### src/rtl/aes_ark_pkg.sv
// Shared constants for the AddRoundKey block: FSM state codes, row count and
// default parameter values.
package aes_ark_pkg;

  localparam int ROWS                   = 4;
  localparam int COL_W                  = 4;
  localparam int NB_DEF                 = 4;
  localparam int DATA_W_DEF             = 32;
  localparam int ST_AW_DEF              = 5;
  localparam int KEY_AW_DEF             = 9;
  localparam int KEY_ROW_STRIDE_DEF     = 120;
  localparam int MAX_ROUND_DEF          = 14;

  typedef logic [2:0] ark_state_t;

  localparam ark_state_t S_IDLE  = 3'd0;
  localparam ark_state_t S_CHECK = 3'd1;
  localparam ark_state_t S_RD01  = 3'd2;
  localparam ark_state_t S_RD23  = 3'd3;
  localparam ark_state_t S_WR01  = 3'd4;
  localparam ark_state_t S_WR23  = 3'd5;

endpackage

### src/rtl/aes_ark_addr_gen.sv
// Combinational address generator: state and key addresses for one row pair
// (rows 0/1 or rows 2/3) of the current column.
module aes_ark_addr_gen
  import aes_ark_pkg::*;
#(
  parameter int NB             = NB_DEF,
  parameter int ST_AW          = ST_AW_DEF,
  parameter int KEY_AW         = KEY_AW_DEF,
  parameter int KEY_ROW_STRIDE = KEY_ROW_STRIDE_DEF
) (
  input  logic [COL_W-1:0]  col,
  input  logic [3:0]        n_reg,
  input  logic              hi_pair,
  output logic [ST_AW-1:0]  st_addr0,
  output logic [ST_AW-1:0]  st_addr1,
  output logic [KEY_AW-1:0] key_addr0,
  output logic [KEY_AW-1:0] key_addr1
);

  logic [31:0] row0;
  logic [31:0] row1;
  logic [31:0] key_col;

  assign row0    = {30'd0, hi_pair, 1'b0};
  assign row1    = {30'd0, hi_pair, 1'b1};
  // Round offset plus column is common to both rows of the pair.
  assign key_col = 32'(n_reg) * 32'(NB) + 32'(col);

  always_comb begin
    st_addr0  = ST_AW'(32'(col) * 32'd4 + row0);
    st_addr1  = ST_AW'(32'(col) * 32'd4 + row1);
    key_addr0 = KEY_AW'(row0 * 32'(KEY_ROW_STRIDE) + key_col);
    key_addr1 = KEY_AW'(row1 * 32'(KEY_ROW_STRIDE) + key_col);
  end

endmodule

### src/rtl/aes_add_round_key_param.sv
// AES AddRoundKey over an NB-column state held in external dual-port memory;
// each column takes five cycles (check, two reads, two writes).
module aes_add_round_key_param
  import aes_ark_pkg::*;
#(
  parameter int NB             = NB_DEF,
  parameter int DATA_W         = DATA_W_DEF,
  parameter int ST_AW          = ST_AW_DEF,
  parameter int KEY_AW         = KEY_AW_DEF,
  parameter int KEY_ROW_STRIDE = KEY_ROW_STRIDE_DEF,
  parameter int MAX_ROUND      = MAX_ROUND_DEF
) (
  input  logic              ap_clk,
  input  logic              ap_rst,
  input  logic              ap_start,
  output logic              ap_done,
  output logic              ap_idle,
  output logic              ap_ready,
  output logic              ap_err,
  input  logic [3:0]        n,
  output logic [ST_AW-1:0]  statemt_address0,
  output logic              statemt_ce0,
  output logic              statemt_we0,
  output logic [DATA_W-1:0] statemt_d0,
  input  logic [DATA_W-1:0] statemt_q0,
  output logic [ST_AW-1:0]  statemt_address1,
  output logic              statemt_ce1,
  output logic              statemt_we1,
  output logic [DATA_W-1:0] statemt_d1,
  input  logic [DATA_W-1:0] statemt_q1,
  output logic [KEY_AW-1:0] key_address0,
  output logic              key_ce0,
  input  logic [7:0]        key_q0,
  output logic [KEY_AW-1:0] key_address1,
  output logic              key_ce1,
  input  logic [7:0]        key_q1
);

  ark_state_t        state;
  logic [COL_W-1:0]  col;
  logic [3:0]        n_reg;
  logic [DATA_W-1:0] x0_p1, x1_p1, x2_p1, x3_p1;
  logic              n_bad, last_col, hi_pair;

  function automatic logic [DATA_W-1:0] ark_xor(input logic [DATA_W-1:0] s,
                                                input logic [7:0]        k);
    return s ^ {{(DATA_W-8){1'b0}}, k};
  endfunction

  assign n_bad    = n_reg > 4'(MAX_ROUND);
  assign last_col = col == COL_W'(NB);
  assign hi_pair  = (state == S_RD23) || (state == S_WR23);

  always_ff @(posedge ap_clk or posedge ap_rst) begin
    if (ap_rst) begin
      state <= S_IDLE;
      col   <= '0;
      n_reg <= '0;
      x0_p1 <= '0;
      x1_p1 <= '0;
      x2_p1 <= '0;
      x3_p1 <= '0;
    end else begin
      case (state)
        S_IDLE: begin
          if (ap_start) begin
            n_reg <= n;
            col   <= '0;
            state <= S_CHECK;
          end
        end
        S_CHECK: state <= (n_bad || last_col) ? S_IDLE : S_RD01;
        S_RD01:  state <= S_RD23;
        // Stage boundary: rows 0/1 read data combined with key bytes.
        S_RD23: begin
          x0_p1 <= ark_xor(statemt_q0, key_q0);
          x1_p1 <= ark_xor(statemt_q1, key_q1);
          state <= S_WR01;
        end
        // Stage boundary: rows 2/3 combined while rows 0/1 are written back.
        S_WR01: begin
          x2_p1 <= ark_xor(statemt_q0, key_q0);
          x3_p1 <= ark_xor(statemt_q1, key_q1);
          state <= S_WR23;
        end
        S_WR23: begin
          col   <= col + 1'b1;
          state <= S_CHECK;
        end
        default: state <= S_IDLE;
      endcase
    end
  end

  aes_ark_addr_gen #(
    .NB             (NB),
    .ST_AW          (ST_AW),
    .KEY_AW         (KEY_AW),
    .KEY_ROW_STRIDE (KEY_ROW_STRIDE)
  ) u_addr_gen (
    .col       (col),
    .n_reg     (n_reg),
    .hi_pair   (hi_pair),
    .st_addr0  (statemt_address0),
    .st_addr1  (statemt_address1),
    .key_addr0 (key_address0),
    .key_addr1 (key_address1)
  );

  assign ap_idle  = state == S_IDLE;
  assign ap_done  = (state == S_CHECK) && (n_bad || last_col);
  assign ap_ready = ap_done;
  assign ap_err   = (state == S_CHECK) && n_bad;

  assign statemt_ce0 = (state == S_RD01) || (state == S_RD23) ||
                       (state == S_WR01) || (state == S_WR23);
  assign statemt_ce1 = statemt_ce0;
  assign statemt_we0 = (state == S_WR01) || (state == S_WR23);
  assign statemt_we1 = statemt_we0;
  assign key_ce0     = (state == S_RD01) || (state == S_RD23);
  assign key_ce1     = key_ce0;
  assign statemt_d0  = (state == S_WR01) ? x0_p1 : x2_p1;
  assign statemt_d1  = (state == S_WR01) ? x1_p1 : x3_p1;

endmodule
### config.mk
export PLATFORM = sky130hd
export DESIGN_NAME = aes_add_round_key_param
export DESIGN_NICKNAME = d
export VERILOG_FILES = /design/src/rtl/aes_ark_pkg.sv /design/src/rtl/aes_ark_addr_gen.sv /design/src/rtl/aes_add_round_key_param.sv
export SDC_FILE = /design/constraint.sdc
export NUM_CORES = 1
export LEC_CHECK = 0
export ABC_AREA = 1
export BUFFER_PORTS_ARGS = -buffer_cell sky130_fd_sc_hd__buf_2
export CAP_MARGIN = 20
export CORE_MARGIN = 4
export CORE_UTILIZATION = 38
export DETAILED_ROUTE_END_ITERATION = 8
export PLACE_DENSITY = 0.73
export SYNTH_ARGS = -nofsm -noshare
export SYNTH_HDL_FRONTEND = slang
export SYNTH_SLANG_ARGS = --single-unit
### constraint.sdc
create_clock -name ap_clk -period 4 [get_ports ap_clk]
set_input_delay 0.2 -clock ap_clk [delete_from_list [all_inputs] [get_ports ap_clk]]
set_output_delay 0.2 -clock ap_clk [all_outputs]
set_load 0.02 [all_outputs]
==> out/qor.yml, run 1 <==
crit_required_ps: 3800
vias_per_cell: 4.76
vias: 5521
cts_resized: 0
finalPower_mw: 7.32
synth_mux_area_share_pct: 0
finalCritPeriodShare_pct: 80.3
start_util_pct: 39.0
die_height_um: 139
ys.warnings.count: 0
worst-r2r-cell-count: 5
io_pins: 189
track_usage_pct: 16.5
hold_buffers: 1
status: "finished clean"
die_area_um2: 19300
critical-path-slowest-cell: "dfrtp_1"
final_nets: 1028
hold_path_class: "in2reg"
clockRootBuffer: "clkbuf_16"
tightest_slew_ps: 1020
stdcell_count: 1159
grt_max_degree: 101
numPortBuffers: 186
path_clk_slew_ps: 60
min_period_ps: 3210
grt_pass1_wl_um: 26400
cts_tree: "yes"
grt_antenna_before_repair: 0
hold_viol_final: 0
place_congestion: 0.843
ant_nets: 0
drive_above_1_share_pct: 24.2
wl_per_cell_um: 13.3
synth_area_um2: 6520
yosys.area_share.simple_pct: 19.6
syn_avg_cell_area_um2: 8.38
mostFrequentLayoutCell: "nand2_1"
htreeDepth: 4
max-slew-margin-rel_pct: 32.3
power_density_nw_per_um2: 908
yosysUniqueCellTypes: 23
layout_common_cells: "nand2_1, buf_2, dfrtp_1"
cellLeakagePower_nw: 4.44
synthAdderAreaFrac_pct: 2.84
start_kind: "register"
clk_latency_ps: 410
skew_ps: 7.37
post_cts_buffers: 0
synth-edff-count: 0
synth_xor_area_share_pct: 2.69
overflow: 0
coreArea_um2: 16700
die_w_um: 139
drc: 0
fp-row-count: 47
path_common_cell: "nand2_1"
dp.cells: 1128
setup_viol: 0
ys.flop_type: "dfrtp_1"
irDropWorstVdd_mv: 0.528
drv_cap: 0
ys_seq_area_share_pct: 53.3
fin_tns_setup_ps: 0
max_stage_delay_ps: 480
drt_iter0_markers: 289
area_growth_pct: 23.7
crit_fanout: 20
synth_compound_area_share_pct: 10.9
syn_nets: 878
holdPathStages: 3
dp_hpwl_um: 10400
rsz0062_at_grt: "false"
fmax_ghz: 0.311
final_max_slew_viol_count: 0
async_flop_share_pct: 100
numClockSinks: 139
crit_arrival_ps: 3010
antennaDiodeCount: 0
worstPathCellList: "nor2_4 > nand2_1 > nand2_1 > ha_1 > inv_1 > fa_1 > xor2_1 > buf_2"
rrSetupSlack_ps: 1610
ys_ff_latch: 139
critPathKind: "reg2out"
netlist_instances: 778
synth_top_family_by_area: "simple AND/OR/NAND/NOR gates"
cp-end-kind: "primary output"
grt_pass1_vias: 5373
wirelength_um: 15500
dr.pass1.iters: 6
clockBufferDepth: 2
cts_made_buffers: 17
-- cells by family after synthesis --
group	Yosys count
and+or+nand+nor	310
xor gates and xnor gates	20
AOI/OAI and AO/OA	141
buffers and inverters	153
DFF	139
adders and majority gates	13
other	2
-- cell type report --
class                   count  area, um^2
fillers                  1631        8640
flip-flops and latches    139        3480
multi-input cells         486        2380
repair buffers            193         986
clock buffers              23         478
inverters                  91         347
well taps                 220         275
clock inverters             7         115
-- power breakdown --
group | switching (mW) | total, mW | internal [mW]
sequential | 0.299 | 2.39 | 2.10
combinational | 2.30 | 3.35 | 1.04
clock | 0.559 | 1.58 | 1.02
-- routing by layer --
layer  vias to the layer above  global-route usage (%)  share of wire (%)
li1                       2751                       -                  -
met1                      2556                    22.5                 45
met2                       195                    25.6                 47
met3                        19                    4.14                7.2
met4                         0                    5.87                1.5
met5                         -                       0                  0
-- final timing paths --
| path | startpoint | end |
|---|---|---|
| max in group asynchronous | ap_rst | x0_p1[30]$_DFFE_PP0P_ |
| min | statemt_q1[11] | x1_p1[11]$_DFFE_PP0P_ |
| min reg2reg | x2_p1[1]$_DFFE_PP0P_ | x2_p1[1]$_DFFE_PP0P_ |
| min in group asynchronous | ap_rst | x3_p1[27]$_DFFE_PP0P_ |
| max | state[1]$_DFFE_PP0P_ | key_address0[6] |
| max reg2reg | state[2]$_DFFE_PP0P_ | x2_p1[18]$_DFFE_PP0P_ |
-- per-stage QoR --
step	cell area, um^2	hold slack, ps	setup slack, ps	util (%)
after floorplan	6520	328	75.5	-
after global placement	7460	407	1240	44.7
after detailed placement	7460	419	1200	44.7
after CTS	8060	20.5	750	48.3
after global routing	8060	32.0	491	48.3
final	8060	42.1	789	48.3
-- cell usage after synthesis (4+ instances only) --
cell      number  area share [%]
buf_4         20             2.3
a21oi_1        4            0.31
nand3_1       79             6.1
xor2_1        18             2.4
buf_2         28             2.1
o21ai_0       52             4.0
clkbuf_1      14            0.81
inv_1         88             5.1
nor2_1         8            0.46
o21ai_1       83             6.4
ha_1          10             1.9
nand2_1      218              13
dfrtp_1      139              53
-- worst max-delay path, delay by kind of cell, from the launching register on --
kind	cells	cell delay (ps)
buffers and inverters	2	240
adder cells (fa/ha/maj)	2	660
AND/OR/NAND/NOR	3	1050
XOR/XNOR	1	180
flip-flops	1	480
(Power assumes the default switching activity.)
==> inputs of run 2 (changes only) <==
clock period = 2.75 ns   (was 4 ns; I/O delays follow)
==> out/qor.yml, run 2 (synthesis results as in run 1) <==
antennaDiodeCount: 0  # unchanged
coreArea_um2: 16700  # unchanged
clk_latency_ps: 410  # about the same
grt_antenna_before_repair: 0  # unchanged
fin_ws_ps: 68.2  # -721 ps
worst_hold_slack_ps: 13.2  # -28.9 ps
io_pins: 189  # unchanged
numPortBuffers: 186  # unchanged
clockBufferDepth: 2  # unchanged
dr_wl_met2_um: 7750  # +7.4%
grt_max_degree: 140  # +39%
timing.critical_path.buf_inv: 4  # +2
critical-path-slowest-cell: "fa_2"
drv_cap: 0  # unchanged
clockRootBuffer: "clkbuf_16"
grt_pass1_wl_um: 26800  # +1.4%
wl_met1_um: 7270  # +5.5%
htreeDepth: 4  # unchanged
place_congestion: 0.828  # -1.8%
hold_viol_final: 0  # unchanged
die_area_um2: 19300  # unchanged
skew_ps: 12.3  # +4.93 ps
wl_met3_um: 1040  # -6.6%
setup_viol: 0  # unchanged
critPathKind: "reg2out"
cts_made_buffers: 17  # unchanged
crit_fanout: 3  # -85%
status: "finished clean"
drt_iter0_markers: 245  # -15%
power_density_nw_per_um2: 1240  # +37%
min_period_ps: 2680
die_height_um: 139  # unchanged
grt_pass1_vias: 5533  # +3.0%
irDropWorstVdd_mv: 0.909  # +72%
drc: 0  # unchanged
dp_hpwl_um: 10100  # -2.1%
ant_nets: 0  # unchanged
overflow: 0  # unchanged
wirelength_um: 16300  # +5.5%
cp-end-kind: "primary output"
max-slew-margin-rel_pct: 33.4  # +1.1 points
path_clk_slew_ps: 50  # about the same
drive_above_1_share_pct: 25.0  # +0.85 points
cellLeakagePower_nw: 4.69  # +5.6%
numClockSinks: 139  # unchanged
track_usage_pct: 16.7  # +0.18 points
finalCritPeriodShare_pct: 97.5
wl_per_cell_um: 13.4  # +0.30%
area_growth_pct: 32.8
tightest_slew_ps: 999  # -17.2 ps
worstPathCellList: "ha_2 > inv_2 > fa_2 > xnor2_2 > ha_2 > inv_2 > fa_2 > inv_2 > buf_6"
top_layer_used: "met4"
start_kind: "register"
die_w_um: 139  # unchanged
fin_tns_setup_ps: 0  # unchanged
mostFrequentLayoutCell: "nand2_1"
start_util_pct: 39.0  # unchanged
vias: 5729  # +3.8%
final_nets: 1086  # +5.6%
rsz0062_at_grt: "true"
crit_family: "adder cells"
vias_per_cell: 4.70  # -1.3%
final_max_slew_viol_count: 0  # unchanged
pre_cts_ws_ps: 227  # -976 ps
max_stage_delay_ps: 530  # +50 ps
hold_path_class: "in2reg"
layout_common_cells: "nand2_1, buf_2, dfrtp_1"
fp-row-count: 47  # unchanged
dr.pass1.iters: 4  # -2
path_common_cell: "inv_2"
crit_required_ps: 2610  # -1190 ps
fmax_ghz: 0.373
crit_arrival_ps: 2540  # -470 ps
cts_tree: "yes"
-- run 2: cell types whose count changed in the layout (fill, tap and decap cells not counted), sizes merged --
cell and delta:
buf +10, clkbuf +2, clkinv +2, inv -1
clkinvlp +1, dlygate4sd3 +48, bufinv -2
-- run 2: final timing paths --
path | cells after the start | slack [ps] | to | start
max | 9 | 70 | key_address0[5] | n_reg[0]$_DFFE_PP0P_
min | 3 | 10 | x2_p1[13]$_DFFE_PP0P_ | statemt_q0[13]
max in group asynchronous | 4 | 1720 | x0_p1[8]$_DFFE_PP0P_ | ap_rst
max reg2reg | 6 | 660 | x1_p1[7]$_DFFE_PP0P_ | state[1]$_DFFE_PP0P_
min in group asynchronous | 4 | 490 | x0_p1[20]$_DFFE_PP0P_ | ap_rst
min reg2reg | 2 | 470 | x2_p1[3]$_DFFE_PP0P_ | x2_p1[3]$_DFFE_PP0P_
-- run 2: metrics by stage --
stage	instance area, um^2	instances	power [mW]	util [%]
CTS	8600	1216	10.7	51.5
floorplan	6520	778	7.00	-
global placement	7530	1134	8.35	45.1
detailed placement	7530	1134	8.46	45.1
finish	8660	1219	10.8	51.9
global route	8660	1219	11.6	51.9
-- run 2: layer usage --
layer	up-vias	global-route usage [%]
met5	-	0
met1	2643	22.4
li1	2863	-
met3	19	3.93
met4	0	5.25
met2	204	26.8
-- run 2: area by class of cell --
class                           instances  area [um^2]
Timing Repair Buffer                  251         1580
Tap cell                              220          275
Clock inverter                          7         65.1
Sequential cell                       139         3480
Inverter                               91          345
Clock buffer                           25          485
Fill cell                            1579         8040
Multi-Input combinational cell        486         2420
-- run 2: timing repair --
item,in CTS,in global routing
gates resized for setup,6,13
hold endpoints to repair,110,0
pin swaps,2,5
gates cloned,0,0
buffers inserted,1,3
hold buffers,49,0
endpoints found under the setup margin,3,5
-- run 2: power breakdown --
group | internal (mW) | switching (mW) | total, mW
Clock | 1.31 | 0.804 | 2.11
Sequential | 3.05 | 0.437 | 3.48
Combinational | 1.72 | 3.45 | 5.18
Total | 6.08 | 4.70 | 10.8
-- run 2: tightest hold or removal path, stage by stage --
cell,delay (ps)
buf_2,100
inv_1,70
o21ai_1,70
